--- src/rtl/fft_capture_ctrl_if.sv ---
// Register bus and FFT sink stream bundle for fft_capture_ctrl.
// The slave modport is the capture block; the master modport is the CPU/FFT side.
interface fft_capture_ctrl_if #(
    parameter int DATA_SIZE = 28
);
    logic                 chipselect;
    logic [1:0]           address;
    logic                 read;
    logic                 write;
    logic [31:0]          write_data;
    logic [31:0]          read_data;
    logic                 sink_valid;
    logic [DATA_SIZE-1:0] sink_data;
    logic                 sink_sop;
    logic                 sink_eop;
    logic                 sink_ready;

    modport master (
        output chipselect, address, read, write, write_data,
        output sink_valid, sink_data, sink_sop, sink_eop,
        input  read_data, sink_ready
    );

    modport slave (
        input  chipselect, address, read, write, write_data,
        input  sink_valid, sink_data, sink_sop, sink_eop,
        output read_data, sink_ready
    );
endinterface

--- src/rtl/fft_capture_ctrl.sv ---
// Captures FFT output frames into a FIFO and exposes them through a 4-register bus.
// Optional macro FFT_CAPTURE_ERR_CNT_EN adds a saturating error counter at COUNT[31:16].
module fft_capture_ctrl #(
    parameter int DATA_SIZE  = 28,
    parameter int FRAME_LEN  = 256,
    parameter int FIFO_DEPTH = 16
) (
    input  logic          clk,
    input  logic          reset_n,
    fft_capture_ctrl_if.slave bus
);
    localparam int AW = (FIFO_DEPTH > 1) ? $clog2(FIFO_DEPTH) : 1;
    localparam int LW = AW + 1;
    localparam int BW = $clog2(FRAME_LEN);
    localparam logic [BW-1:0] LAST_BIN = BW'(FRAME_LEN - 1);

    typedef enum logic [1:0] {
        IDLE     = 2'd0,
        WAIT_SOP = 2'd1,
        CAPTURE  = 2'd2,
        DONE     = 2'd3
    } state_t;

    state_t               state;
    logic [DATA_SIZE-1:0] mem [FIFO_DEPTH];
    logic [AW-1:0]        wr_ptr, rd_ptr;
    logic [LW-1:0]        level;
    logic [BW-1:0]        bin_cnt;
    logic [15:0]          frame_cnt;
    logic [15:0]          err_cnt;
    logic                 err, done, continuous, rdy_en;
    logic [31:0]          read_data_q;

    logic fifo_full, fifo_empty, sink_ready_int, xfer;
    logic ctrl_wr, do_arm, do_clear, do_abort, bus_rd, pop, push;
    logic resync, early_eop, frame_end, err_event;
    logic [4:0]  level5;
    logic [31:0] status_word, head_word;
    logic        unused_wdata;

    assign fifo_full  = (level == LW'(FIFO_DEPTH));
    assign fifo_empty = (level == '0);

    // rdy_en holds sink_ready low through reset and until the first clock edge after it
    assign sink_ready_int = rdy_en & ((state != CAPTURE) | ~fifo_full);
    assign bus.sink_ready = sink_ready_int;
    assign bus.read_data  = read_data_q;
    assign xfer           = bus.sink_valid & sink_ready_int;

    assign ctrl_wr  = bus.chipselect & bus.write & (bus.address == 2'd2);
    assign do_arm   = ctrl_wr & bus.write_data[0];
    assign do_clear = ctrl_wr & bus.write_data[2];
    assign do_abort = ctrl_wr & bus.write_data[3];
    assign unused_wdata = ^bus.write_data[31:4];

    assign bus_rd = bus.chipselect & bus.read;
    assign pop    = bus_rd & (bus.address == 2'd0) & ~fifo_empty;
    assign push   = xfer & ((state == CAPTURE) | ((state == WAIT_SOP) & bus.sink_sop))
                  & ~fifo_full & ~do_clear & ~do_abort;

    assign resync    = bus.sink_sop & (bin_cnt != '0);
    assign early_eop = bus.sink_eop & (bin_cnt != LAST_BIN);
    assign frame_end = (state == CAPTURE) & xfer
                     & (bus.sink_eop | (~resync & (bin_cnt == LAST_BIN)));
    assign err_event = (state == CAPTURE) & xfer & (resync | early_eop);

    assign level5      = 5'(level);
    assign status_word = {18'b0, fifo_empty, fifo_full, state, err, done, 3'b0, level5};
    assign head_word   = 32'(mem[rd_ptr]);

    always_ff @(posedge clk) begin
        if (push) mem[wr_ptr] <= bus.sink_data;
    end

    always_ff @(posedge clk or negedge reset_n) begin
        if (!reset_n) begin
            state       <= IDLE;
            wr_ptr      <= '0;
            rd_ptr      <= '0;
            level       <= '0;
            bin_cnt     <= '0;
            frame_cnt   <= '0;
            err         <= 1'b0;
            done        <= 1'b0;
            continuous  <= 1'b0;
            rdy_en      <= 1'b0;
            read_data_q <= '0;
        end else begin
            rdy_en <= 1'b1;

            if (do_clear) begin
                wr_ptr <= '0;
                rd_ptr <= '0;
                level  <= '0;
            end else begin
                if (push) wr_ptr <= wr_ptr + AW'(1);
                if (pop)  rd_ptr <= rd_ptr + AW'(1);
                level <= level + LW'(push) - LW'(pop);
            end

            if (bus_rd) begin
                case (bus.address)
                    2'd0: read_data_q <= fifo_empty ? '0 : head_word;
                    2'd1: read_data_q <= status_word;
                    2'd2: read_data_q <= {30'b0, continuous, 1'b0};
                    2'd3: read_data_q <= {err_cnt, frame_cnt};
                endcase
            end

            case (state)
                WAIT_SOP: begin
                    if (xfer && bus.sink_sop) begin
                        state   <= CAPTURE;
                        bin_cnt <= BW'(1);
                    end
                end
                CAPTURE: begin
                    if (frame_end) begin
                        bin_cnt <= '0;
                        state   <= continuous ? WAIT_SOP : DONE;
                    end else if (xfer) begin
                        bin_cnt <= resync ? BW'(1) : bin_cnt + BW'(1);
                    end
                end
                default: ;
            endcase

            if (frame_end) begin
                frame_cnt <= frame_cnt + 16'd1;
                done      <= 1'b1;
            end
            if (err_event) err <= 1'b1;

            // Control write is applied last so clear/abort override frame bookkeeping
            if (ctrl_wr) begin
                continuous <= bus.write_data[1];
                if (do_arm && (state == IDLE || state == DONE)) state <= WAIT_SOP;
            end
            if (do_clear) begin
                err       <= 1'b0;
                done      <= 1'b0;
                frame_cnt <= '0;
            end
            if (do_abort) begin
                state   <= IDLE;
                bin_cnt <= '0;
            end
        end
    end

`ifdef FFT_CAPTURE_ERR_CNT_EN
    always_ff @(posedge clk or negedge reset_n) begin
        if (!reset_n)                       err_cnt <= '0;
        else if (do_clear)                  err_cnt <= '0;
        else if (err_event && err_cnt != '1) err_cnt <= err_cnt + 16'd1;
    end
`else
    assign err_cnt = '0;
`endif

endmodule

--- src/flat_wrapper.sv ---
// flat-port wrapper written by rule: the top's interface ports become plain ports
module fft_capture_ctrl_flat 
#(
    parameter int DATA_SIZE  = 28,
    parameter int FRAME_LEN  = 256,
    parameter int FIFO_DEPTH = 16
)
  (clk, reset_n, bus_chipselect, bus_address, bus_read, bus_write, bus_write_data, bus_sink_valid, bus_sink_data, bus_sink_sop, bus_sink_eop, bus_read_data, bus_sink_ready);
  fft_capture_ctrl_if #(.DATA_SIZE(DATA_SIZE)) bus_i ();
  input  logic clk;
  input  logic reset_n;
  input wire logic [$bits(bus_i.chipselect)-1:0] bus_chipselect;
  input wire logic [$bits(bus_i.address)-1:0] bus_address;
  input wire logic [$bits(bus_i.read)-1:0] bus_read;
  input wire logic [$bits(bus_i.write)-1:0] bus_write;
  input wire logic [$bits(bus_i.write_data)-1:0] bus_write_data;
  input wire logic [$bits(bus_i.sink_valid)-1:0] bus_sink_valid;
  input wire logic [$bits(bus_i.sink_data)-1:0] bus_sink_data;
  input wire logic [$bits(bus_i.sink_sop)-1:0] bus_sink_sop;
  input wire logic [$bits(bus_i.sink_eop)-1:0] bus_sink_eop;
  output wire logic [$bits(bus_i.read_data)-1:0] bus_read_data;
  output wire logic [$bits(bus_i.sink_ready)-1:0] bus_sink_ready;
  assign bus_i.chipselect = bus_chipselect;
  assign bus_i.address = bus_address;
  assign bus_i.read = bus_read;
  assign bus_i.write = bus_write;
  assign bus_i.write_data = bus_write_data;
  assign bus_i.sink_valid = bus_sink_valid;
  assign bus_i.sink_data = bus_sink_data;
  assign bus_i.sink_sop = bus_sink_sop;
  assign bus_i.sink_eop = bus_sink_eop;
  assign bus_read_data = bus_i.read_data;
  assign bus_sink_ready = bus_i.sink_ready;
  fft_capture_ctrl #(.DATA_SIZE(DATA_SIZE), .FRAME_LEN(FRAME_LEN), .FIFO_DEPTH(FIFO_DEPTH)) u_core (.clk(clk), .reset_n(reset_n), .bus(bus_i));
endmodule
--- config.mk ---
export PLATFORM = sky130hd
export DESIGN_NAME = fft_capture_ctrl_flat
export DESIGN_NICKNAME = d
export VERILOG_FILES = /design/src/rtl/fft_capture_ctrl_if.sv /design/src/rtl/fft_capture_ctrl.sv /design/src/flat_wrapper.sv
export SDC_FILE = /design/constraint.sdc
export NUM_CORES = 1
export LEC_CHECK = 0
export ABC_AREA = 0
export CAP_MARGIN = 20
export CORE_MARGIN = 2
export CORE_UTILIZATION = 60
export DETAILED_ROUTE_END_ITERATION = 12
export GPL_TIMING_DRIVEN = 1
export PLACE_DENSITY = 0.79
export SYNTH_ARGS = -nofsm -noshare
export SYNTH_HDL_FRONTEND = slang
export SYNTH_SLANG_ARGS = --single-unit
--- constraint.sdc ---
create_clock -name clk -period 5.8 [get_ports clk]
set_input_delay 1.16 -clock clk [delete_from_list [all_inputs] [get_ports clk]]
set_output_delay 1.16 -clock clk [all_outputs]
set_load 0.03 [all_outputs]
==> qor.yml, run 1 <==
status: "complete, no violations"
finalHoldViolCount: 0
max-vdd-ir-drop_uv: 269
clk_pin_slew_ns: 0.06
r2r-end: "u_core.mem[15][2]$_DFFE_PP_"
ioPinCount: 103
clockRootBuffer: "clkbuf_16"
clk_latency_ns: 0.59
syn2layout_area_growth_pct: 13.5
tightest_slew_ns: 1.07
finalCritPeriodShare: 0.707
wl_per_cell_um: 26.9
reg2reg_depth: 9
synthArstFlopShare: 0.137
setup_viol_count_final: 0
cts-buffers-inserted: 51
r2r_slack_ns: 2.25
ys_warn_count: 0
clk_path_buf_depth: 3
cts.sinks: 519
min_path_type: "in2async"
rsz0062_at_grt: "false"
drt_first_pass_iters: 7
cp-end-kind: "flip-flop"
row_count: 68
nNetsFinal: 1237
grt_pass1_wl_mm: 67.1
cp.depth: 8
critical_path_buf_inv_count: 3
grt_max_degree: 72
grt_pass1_vias: 10771
syn_area_um2: 20900
die_h_um: 191
cts_max_level: 2
max_slew_margin: 0.285
viasPerCell: 6.43
worstReg2RegStart: "u_core.level[3]$_DFF_PN0_"
dieArea_um2: 36400
crit_path_start_kind: "input port"
leakage_nw: 7.87
hold_buffers: 0
cp_slowest_stage_delay_ns: 0.75
maxCapViolCount: 0
holdWs_ns: 0.413
slew_violations: 0
postCtsSetupRepairBufs: 0
cp_max_fo: 19
synth_flop_cell: "edfxtp_1"
syn_inst: 1059
critPathTopFamily: "simple AND/OR/NAND/NOR gates"
vias: 10600
dieWidth_um: 191
ant_nets: 0
yosysSeqAreaShare: 0.727
synth_seq_cells: 519
ys_types: 70
path_cells: "clkdlybuf4s50_1 > and4b_1 > o21a_1 > or3_1 > inv_2 > nand3_1 > nor2_4 > buf_4"
grt-ovfl-total: 0
crit_type: "in2reg"
max_freq_ghz: 0.244
synth_area_per_cell_um2: 19.8
layout_commonest_cell: "edfxtp_1"
min_period_ns: 4.10
antenna_found_initial: 1
dp_hpwl_mm: 24.6
layout_common_cells: "edfxtp_1 (448), mux4_2 (92), clkdlybuf4s50_1 (69)"
required_ns: 6.08
finalSetupTns_ns: 0
finalClockSkew_ns: 0.0167
cts_tree: "yes"
drive_above_1_share: 0.198
powerDensity_nw_per_um2: 421
synth-edff-count: 448
cts-resized-gates: 0
routed_wl_mm: 44.3
drt_iter0_drc: 1105
grt_usage: 0.254
arrival_ns: 4.38
drc: 0
port_buffers: 70
core_area_um2: 34500
crit_path_top_delay_cell: "nor2_4"
initial_core_util: 0.608
globalplace.congestion: 0.827
flip-flops by register name, summed over array words and instances (netlist names):
signal                count
u_core.state              2
u_core.rd_ptr             4
u_core.bus.read_data     28
u_core.done               1
u_core.err                1
u_core.frame_cnt         16
u_core.level              5
u_core.continuous         1
u_core.rdy_en             1
u_core.wr_ptr             4
u_core.bin_cnt            8
u_core.mem              448
logic make-up after synthesis:
logic type / Yosys count / share of synthesized area
buffers and inverters: 82 / 0.0213
XOR/XNOR: 19 / 0.00795
adder cells (fa/ha/maj): 17 / 0.0105
flip-flops: 519 / 0.727
AO/OA/AOI/OAI: 97 / 0.0333
other: 2 / 0.000359
AND/OR/NAND/NOR: 159 / 0.0403
multiplexers: 164 / 0.159
worst register-to-register path, cell delays in order (launching register included):
cell and delay [ns]:
dfrtp_1 0.37, inv_1 0.08, ha_1 0.20, nand4bb_1 0.17, nand3_1 0.18, or3_1 0.62
inv_2 0.18, nand3_1 0.36, nor2_4 0.75, buf_4 0.34
worst max path at each step:
| stage | startpoint | slack [ns] | endpoint |
|---|---|---|---|
| 4_1_cts | bus_address[0] | 1.67 | u_core.mem[15][10]$_DFFE_PP_ |
| 3_5_place_dp | bus_address[0] | 1.08 | u_core.mem[15][0]$_DFFE_PP_ |
| 6_report | bus_address[0] | 1.70 | u_core.mem[15][2]$_DFFE_PP_ |
| 5_1_grt | bus_address[1] | 1.55 | u_core.mem[15][11]$_DFFE_PP_ |
| 2_1_floorplan | bus_address[1] | 0.56 | u_core.mem[0][0]$_DFFE_PP_ |
| 3_3_place_gp | bus_address[1] | 1.14 | u_core.mem[15][0]$_DFFE_PP_ |
per-layer routing:
metal  up-vias  part of all wire  track usage
met3        73             0.074       0.0421
met2       471              0.51        0.414
met4         0             0.024       0.0784
li1       4517                 -            -
met1      5539              0.40        0.358
met5         -                 0            0
where the power goes:
group	internal (mW)	switching (mW)
combinational	1.15	1.08
sequential	4.25	0.328
clock	1.85	1.35
cell type report:
cell class	count	area, um^2
Sequential cell	519	15200
Clock buffer	72	1430
Clock inverter	24	205
Fill cell	2085	10700
Multi-Input combinational cell	461	5350
Antenna cell	1	2.50
Tap cell	455	569
Timing Repair Buffer	94	898
Inverter	23	86.3
cell usage after synthesis, drive strengths merged (2+ instances only):
master  number  area share
clkbuf      23      0.0042
mux4       124        0.14
nand3b       2     0.00072
or2          2     0.00060
nand4        8      0.0027
nand2       34      0.0061
or4b         2     0.00096
a31oi        4      0.0012
nand2b       2     0.00060
inv         23      0.0041
buf         36       0.013
xor2        15      0.0063
conb         2     0.00036
a21oi       18      0.0043
nor2        36      0.0065
or3          6      0.0019
o221ai       9      0.0038
xnor2        4      0.0017
o22ai        2     0.00060
mux2i       28       0.013
a21o         3      0.0011
a222oi       5      0.0024
and2        16      0.0048
a22o        12      0.0050
and3         2     0.00060
dfrtp       71       0.085
o21ai       20      0.0048
nor3         4      0.0012
o41ai        2      0.0012
a221oi       2      0.0011
or4          2     0.00090
ha          16      0.0096
edfxtp     448        0.64
mux2        12      0.0066
a22oi       12      0.0043
nand3       28      0.0067
nor4         7      0.0021
nor3b        2      0.0012
metrics by stage:
| stage | total power, mW | cells | instance area (um^2) | util | setup WS [ns] |
|---|---|---|---|---|---|
| 3_3_place_gp | 6.83 | 1551 | 22100 | 0.642 | 1.14 |
| 2_1_floorplan | 6.26 | 1062 | 21000 | - | 0.559 |
| 6_report | 10.0 | 1649 | 23800 | 0.690 | 1.70 |
| 4_1_cts | 10.1 | 1647 | 23700 | 0.689 | 1.67 |
| 3_5_place_dp | 6.88 | 1551 | 22100 | 0.642 | 1.08 |
| 5_1_grt | 10.4 | 1649 | 23800 | 0.690 | 1.55 |
No activity file was read; power rests on OpenSTA's default activity.
==> inputs of run 2 (changes only) <==
==> constraint.sdc (replaced) <==
create_clock -name clk -period 4.2 [get_ports clk]
set_input_delay 0.84 -clock clk [delete_from_list [all_inputs] [get_ports clk]]
set_output_delay 0.84 -clock clk [all_outputs]
set_load 0.03 [all_outputs]
==> qor.yml, run 2 (synthesized netlist as in run 1, its figures left out) <==
finalClockSkew_ns: 0.0250  # was 0.0167 ns
cts-resized-gates: 0  # unchanged
drt_iter0_drc: 1128  # was 1105
rsz0062_at_grt: "false"  # unchanged
setup_viol_count_final: 0  # unchanged
status: "complete, no violations"  # unchanged
min_path_type: "in2async"  # unchanged
dp.cells: 1569  # was 1551
globalplace.congestion: 0.884  # was 0.827
postCtsSetupRepairBufs: 0  # unchanged
finalHoldViolCount: 0  # unchanged
drc: 0  # unchanged
die_h_um: 191  # unchanged
slew_violations: 0  # unchanged
max-vdd-ir-drop_uv: 382  # was 269 uV
arrival_ns: 2.41  # was 4.38 ns
cts.sinks: 519  # unchanged
dieArea_um2: 36400  # unchanged
ant_nets: 0  # unchanged
syn2layout_area_growth_pct: 14.9  # was 13.5%
grt-ovfl-total: 0  # unchanged
min_period_ns: 3.25
drive_above_1_share: 0.218  # was 0.198
grt_max_degree: 72  # unchanged
port_buffers: 70  # unchanged
leakage_nw: 8.00  # was 7.87 nW
antenna_found_initial: 0  # was 1
largest_reg_flops: 448  # unchanged
dieWidth_um: 191  # unchanged
drt_first_pass_iters: 5  # was 7
max_slew_margin: 0.263  # was 0.285
top_register: "u_core.mem"  # unchanged
ioPinCount: 103  # unchanged
clk_latency_ns: 0.59  # about the same
row_count: 68  # unchanged
cp_max_fo: 3  # was 19
crit_path_start_kind: "flip-flop"  # was input port
grt_usage: 0.261  # was 0.254
total_power_mw: 14.0  # was 10.0 mW
clockRootBuffer: "clkbuf_16"  # unchanged
wl_per_cell_um: 27.6  # was 26.9 um
final_cells: 1663  # was 1649
powerDensity_nw_per_um2: 584  # was 421 nW/um^2
dp_hpwl_mm: 25.9  # was 24.6 mm
core_area_um2: 34500  # unchanged
tightest_slew_ns: 1.11  # was 1.07 ns
layout_common_cells: "edfxtp_1 (448), mux4_2 (92), clkdlybuf4s50_1 (69)"  # unchanged
final_core_util: 0.698  # was 0.690
crit_type: "reg2out"  # was in2reg
maxCapViolCount: 0  # unchanged
nNetsFinal: 1255  # was 1237
cts_max_level: 2  # unchanged
cts_tree: "yes"  # unchanged
cp-end-kind: "output port"  # was flip-flop
max_freq_ghz: 0.308
grt_pass1_wl_mm: 68.8  # was 67.1 mm
clk_path_buf_depth: 3  # unchanged
initial_core_util: 0.608  # unchanged
fillerInstances: 2087  # was 2085
layout_commonest_cell: "edfxtp_1"  # unchanged
vias: 10781  # was 10600
antennaDiodeCount: 0  # was 1
required_ns: 3.36  # was 6.08 ns
routed_wl_mm: 45.8  # was 44.3 mm
hold_buffers: 0  # unchanged
viasPerCell: 6.48  # was 6.43
finalCritPeriodShare: 0.773
cts-buffers-inserted: 51  # unchanged
clk_pin_slew_ns: 0.06  # about the same
grt_pass1_vias: 11057  # was 10771
[run 2: changes by cell type in the layout (fill, tap and decap cells not counted), sizes merged]
cell,previous run,this run
inv,24,27
buf,25,43
clkinvlp,1,6
clkinv,19,13
clkbuf,72,66
bufinv,3,4
diode,1,0
[run 2: final timing paths]
check | from | endpoint | slack (ns) | depth (start not counted)
worst max register to register | u_core.level[3]$_DFF_PN0_ | u_core.mem[12][9]$_DFFE_PP_ | 1.04 | 9
worst min-delay path | reset_n | u_core.bus.read_data[27]$_DFFE_PN0P_ | 0.13 | 1
max in group asynchronous | reset_n | u_core.rd_ptr[0]$_DFFE_PN0P_ | 3.44 | 2
min in group clk | u_core.done$_DFFE_PN0P_ | u_core.done$_DFFE_PN0P_ | 0.51 | 2
worst min register to register | u_core.done$_DFFE_PN0P_ | u_core.done$_DFFE_PN0P_ | 0.51 | 2
worst max-delay path | u_core.level[3]$_DFF_PN0_ | bus_sink_ready | 0.95 | 6
[run 2: report_power, final]
part	total [mW]	internal, mW	switching, mW
Sequential	6.33	5.87	0.462
Combinational	3.18	1.65	1.53
Clock	4.53	2.59	1.94
Total	14.0	10.1	3.94
[run 2: per-stage QoR]
step           TNS [ns]  cell area, um^2  hold slack (ns)  setup slack (ns)
2_1_floorplan    -80.78            21000            0.459            -0.721
3_3_place_gp          0            22400            0.483             0.486
3_5_place_dp          0            22400            0.491             0.440
4_1_cts               0            24000            0.457             0.939
5_1_grt               0            24100            0.129             0.781
6_report              0            24100            0.132             0.955
[run 2: final cells by class]
type | instances | area [um^2] | share of cell area
clock buffers | 66 | 1370 | 0.0571
repair buffers | 112 | 1130 | 0.0471
multi-input cells | 461 | 5350 | 0.222
well taps | 455 | 569 | 0.0237
inverters | 23 | 86.3 | 0.00359
clock inverters | 27 | 308 | 0.0128
flip-flops and latches | 519 | 15200 | 0.633
[run 2: worst max-delay path, cell delays in order (launching register included)]
cell and delay (ns):
dfrtp_1 0.39, inv_1 0.11, ha_1 0.19, and4bb_2 0.30, nand2_1 0.09, and2_1 0.17, clkdlybuf4s50_1 0.58
[run 2: routing by layer]
metal  up-vias  track usage  routed length [um]
met5         -            0                   0
met4         0       0.0888                1280
met3        75       0.0361                3230
met2       502        0.430               23100
met1      5650        0.367               18300
li1       4554            -                   -
==> inputs of run 3 (changes only) <==
--- a/config.mk
+++ b/config.mk
@@ -8,10 +8,10 @@
 export ABC_AREA = 0
 export CAP_MARGIN = 20
 export CORE_MARGIN = 2
-export CORE_UTILIZATION = 60
+export CORE_UTILIZATION = 54
 export DETAILED_ROUTE_END_ITERATION = 12
 export GPL_TIMING_DRIVEN = 1
-export PLACE_DENSITY = 0.79
+export PLACE_DENSITY = 0.76
 export SYNTH_ARGS = -nofsm -noshare
 export SYNTH_HDL_FRONTEND = slang
 export SYNTH_SLANG_ARGS = --single-unit
==> constraint.sdc (replaced) <==
create_clock -name clk -period 2.8 [get_ports clk]
set_input_delay 0.56 -clock clk [delete_from_list [all_inputs] [get_ports clk]]
set_output_delay 0.56 -clock clk [all_outputs]
set_load 0.03 [all_outputs]
==> qor.yml, run 3 (synthesized netlist as in run 1, its figures left out) <==
cp-endpoint: "u_core.level[4]$_DFF_PN0_"  # was bus_sink_ready
port_buffers: 70  # unchanged
final_cells: 1764  # was 1663
cts_tree: "yes"  # unchanged
wl_per_cell_um: 25.5  # was 27.6 um
arrival_ns: 3.20  # was 2.41 ns
layout_common_cells: "edfxtp_1 (448), mux4_2 (92), clkdlybuf4s50_1 (68)"  # was edfxtp_1 (448), mux4_2 (92), clkdlybuf4s50_1 (69)
dieArea_um2: 40400  # was 36400 um^2
core_area_um2: 38500  # was 34500 um^2
crit_path_start_kind: "flip-flop"  # unchanged
grt_pass1_wl_mm: 68.3  # was 68.8 mm
cts-buffers-inserted: 50  # was 51
crit_path_top_delay_cell: "dfrtp_1"  # was clkdlybuf4s50_1
initial_core_util: 0.544  # was 0.608
dieWidth_um: 201  # was 191 um
clockRootBuffer: "clkbuf_16"  # unchanged
cp-end-kind: "flip-flop"  # was output port
nNetsFinal: 1292  # was 1255
layout_commonest_cell: "edfxtp_1"  # unchanged
cp.depth: 14  # was 6
die_h_um: 201  # was 191 um
grt_pass1_vias: 11003  # was 11057
placed_area_um2: 23000  # was 22400 um^2
viasPerCell: 6.13  # was 6.48
top_register: "u_core.mem"  # unchanged
min_period_ns: 2.68
status: "complete, no violations"  # unchanged
largest_reg_flops: 448  # unchanged
dp.cells: 1669  # was 1569
leakage_nw: 8.27  # was 8.00 nW
cp_slowest_stage_delay_ns: 0.40  # was 0.58 ns
vias: 10816  # was 10781
cts.sinks: 519  # unchanged
ant_nets: 0  # unchanged
dp_slack_ns: -0.225  # was 0.440 ns
max-vdd-ir-drop_uv: 595  # was 382 uV
tightest_slew_ns: 0.640  # was 1.11 ns
ioPinCount: 103  # unchanged
dp_hpwl_mm: 27.3  # was 25.9 mm
cp_max_fo: 3  # unchanged
worstReg2RegStart: "u_core.level[3]$_DFF_PN0_"  # unchanged
critical_path_buf_inv_count: 4  # was 2
maxCapViolCount: 0  # unchanged
finalCritPeriodShare: 0.957
antennaDiodeCount: 0  # unchanged
drt_iter0_drc: 822  # was 1128
setup_viol_count_final: 0  # unchanged
antenna_found_initial: 1  # was 0
row_count: 72  # was 68
globalplace.congestion: 0.894  # was 0.884
slew_violations: 0  # unchanged
clk_pin_slew_ns: 0.06  # about the same
max_slew_margin: 0.574  # was 0.263
final_core_util: 0.643  # was 0.698
r2r-end: "u_core.level[4]$_DFF_PN0_"  # was u_core.mem[12][9]$_DFFE_PP_
critPathTopFamily: "adder cells"  # was buffers and inverters
routed_wl_mm: 45.1  # was 45.8 mm
clk_path_buf_depth: 3  # unchanged
min_path_type: "in2async"  # unchanged
required_ns: 3.32  # was 3.36 ns
design_area_um2: 24700  # was 24100 um^2
crit_type: "reg2reg"  # was reg2out
grt_max_degree: 44  # was 72
powerDensity_nw_per_um2: 862  # was 584 nW/um^2
drive_above_1_share: 0.245  # was 0.218
clk_latency_ns: 0.59  # about the same
grt_usage: 0.228  # was 0.261
crit_start: "u_core.level[3]$_DFF_PN0_"  # unchanged
cts_max_level: 2  # unchanged
max_freq_ghz: 0.373
finalHoldViolCount: 0  # unchanged
r2r_slack_ns: 0.12  # was 1.04 ns
drt_first_pass_iters: 7  # was 5
setup_slack_ns: 0.120  # was 0.955 ns
reg2reg_depth: 14  # was 9
finalClockSkew_ns: 0.0183  # was 0.0250 ns
drc: 0  # unchanged
path_cells: "inv_2 > ha_4 > nor4b_4 > nor4_4 > ha_1 > inv_1 > ha_1 > inv_2 > fa_2 > inv_1 > a21oi_1 > nor2_1 > or3_1 > a21oi_2"  # was inv_1 > ha_1 > and4bb_2 > nand2_1 > and2_1 > clkdlybuf4s50_1
grt-ovfl-total: 0  # unchanged
syn2layout_area_growth_pct: 18.1  # was 14.9%
[run 3: through the flow]
| stage | setup TNS, ns | total power [mW] | hold slack [ns] |
|---|---|---|---|
| 3_5_place_dp | -62.08 | 14.6 | 0.498 |
| 6_report | 0 | 21.3 | 0.488 |
| 4_1_cts | 0 | 21.5 | 0.479 |
| 3_3_place_gp | -43.71 | 14.5 | 0.484 |
| 5_1_grt | -0.0125 | 22.2 | 0.504 |
| 2_1_floorplan | -17.11 | 13.0 | 0.264 |
[run 3: layout make-up]
cell class              instances  area, um^2
repair buffers                150        1650
multi-input cells             461        5430
fillers                      2542       13700
inverters                      23        86.3
clock inverters                27         298
clock buffers                  66        1390
flip-flops and latches        519       15200
well taps                     518         648
[run 3: worst min path at each step]
stage / slack [ns] / end / cells after the start
2_1_floorplan: 0.26 / u_core.bin_cnt[0]$_DFFE_PN0P_ / 0
3_3_place_gp: 0.48 / u_core.err$_DFFE_PN0P_ / 2
3_5_place_dp: 0.50 / u_core.bus.read_data[19]$_DFFE_PN0P_ / 1
4_1_cts: 0.48 / u_core.bus.read_data[15]$_DFFE_PN0P_ / 2
5_1_grt: 0.50 / u_core.bus.read_data[15]$_DFFE_PN0P_ / 2
6_report: 0.49 / u_core.bus.read_data[15]$_DFFE_PN0P_ / 2
[run 3: repair_timing]
item                                    in CTS  in global routing
setup buffers                                0                  1
endpoints found under the setup margin       2                 33
hold buffers                                 1                  0
resized for setup                            2                  4
pin swaps                                    0                  0
endpoints found under the hold margin       28                  0
[run 3: report_power, final]
| group | switching, mW | total, mW | internal, mW |
|---|---|---|---|
| sequential | 0.455 | 9.26 | 8.81 |
| clock | 2.79 | 6.85 | 4.06 |
| combinational | 2.61 | 5.21 | 2.60 |
| total | 5.85 | 21.3 | 15.5 |
[run 3: layer usage]
metal / track usage / share of wire / vias to the layer above
met5: 0 / 0 / -
met4: 0.0698 / 0.027 / 0
met3: 0.0485 / 0.064 / 74
met2: 0.356 / 0.48 / 401
met1: 0.327 / 0.43 / 5709
li1: - / - / 4632
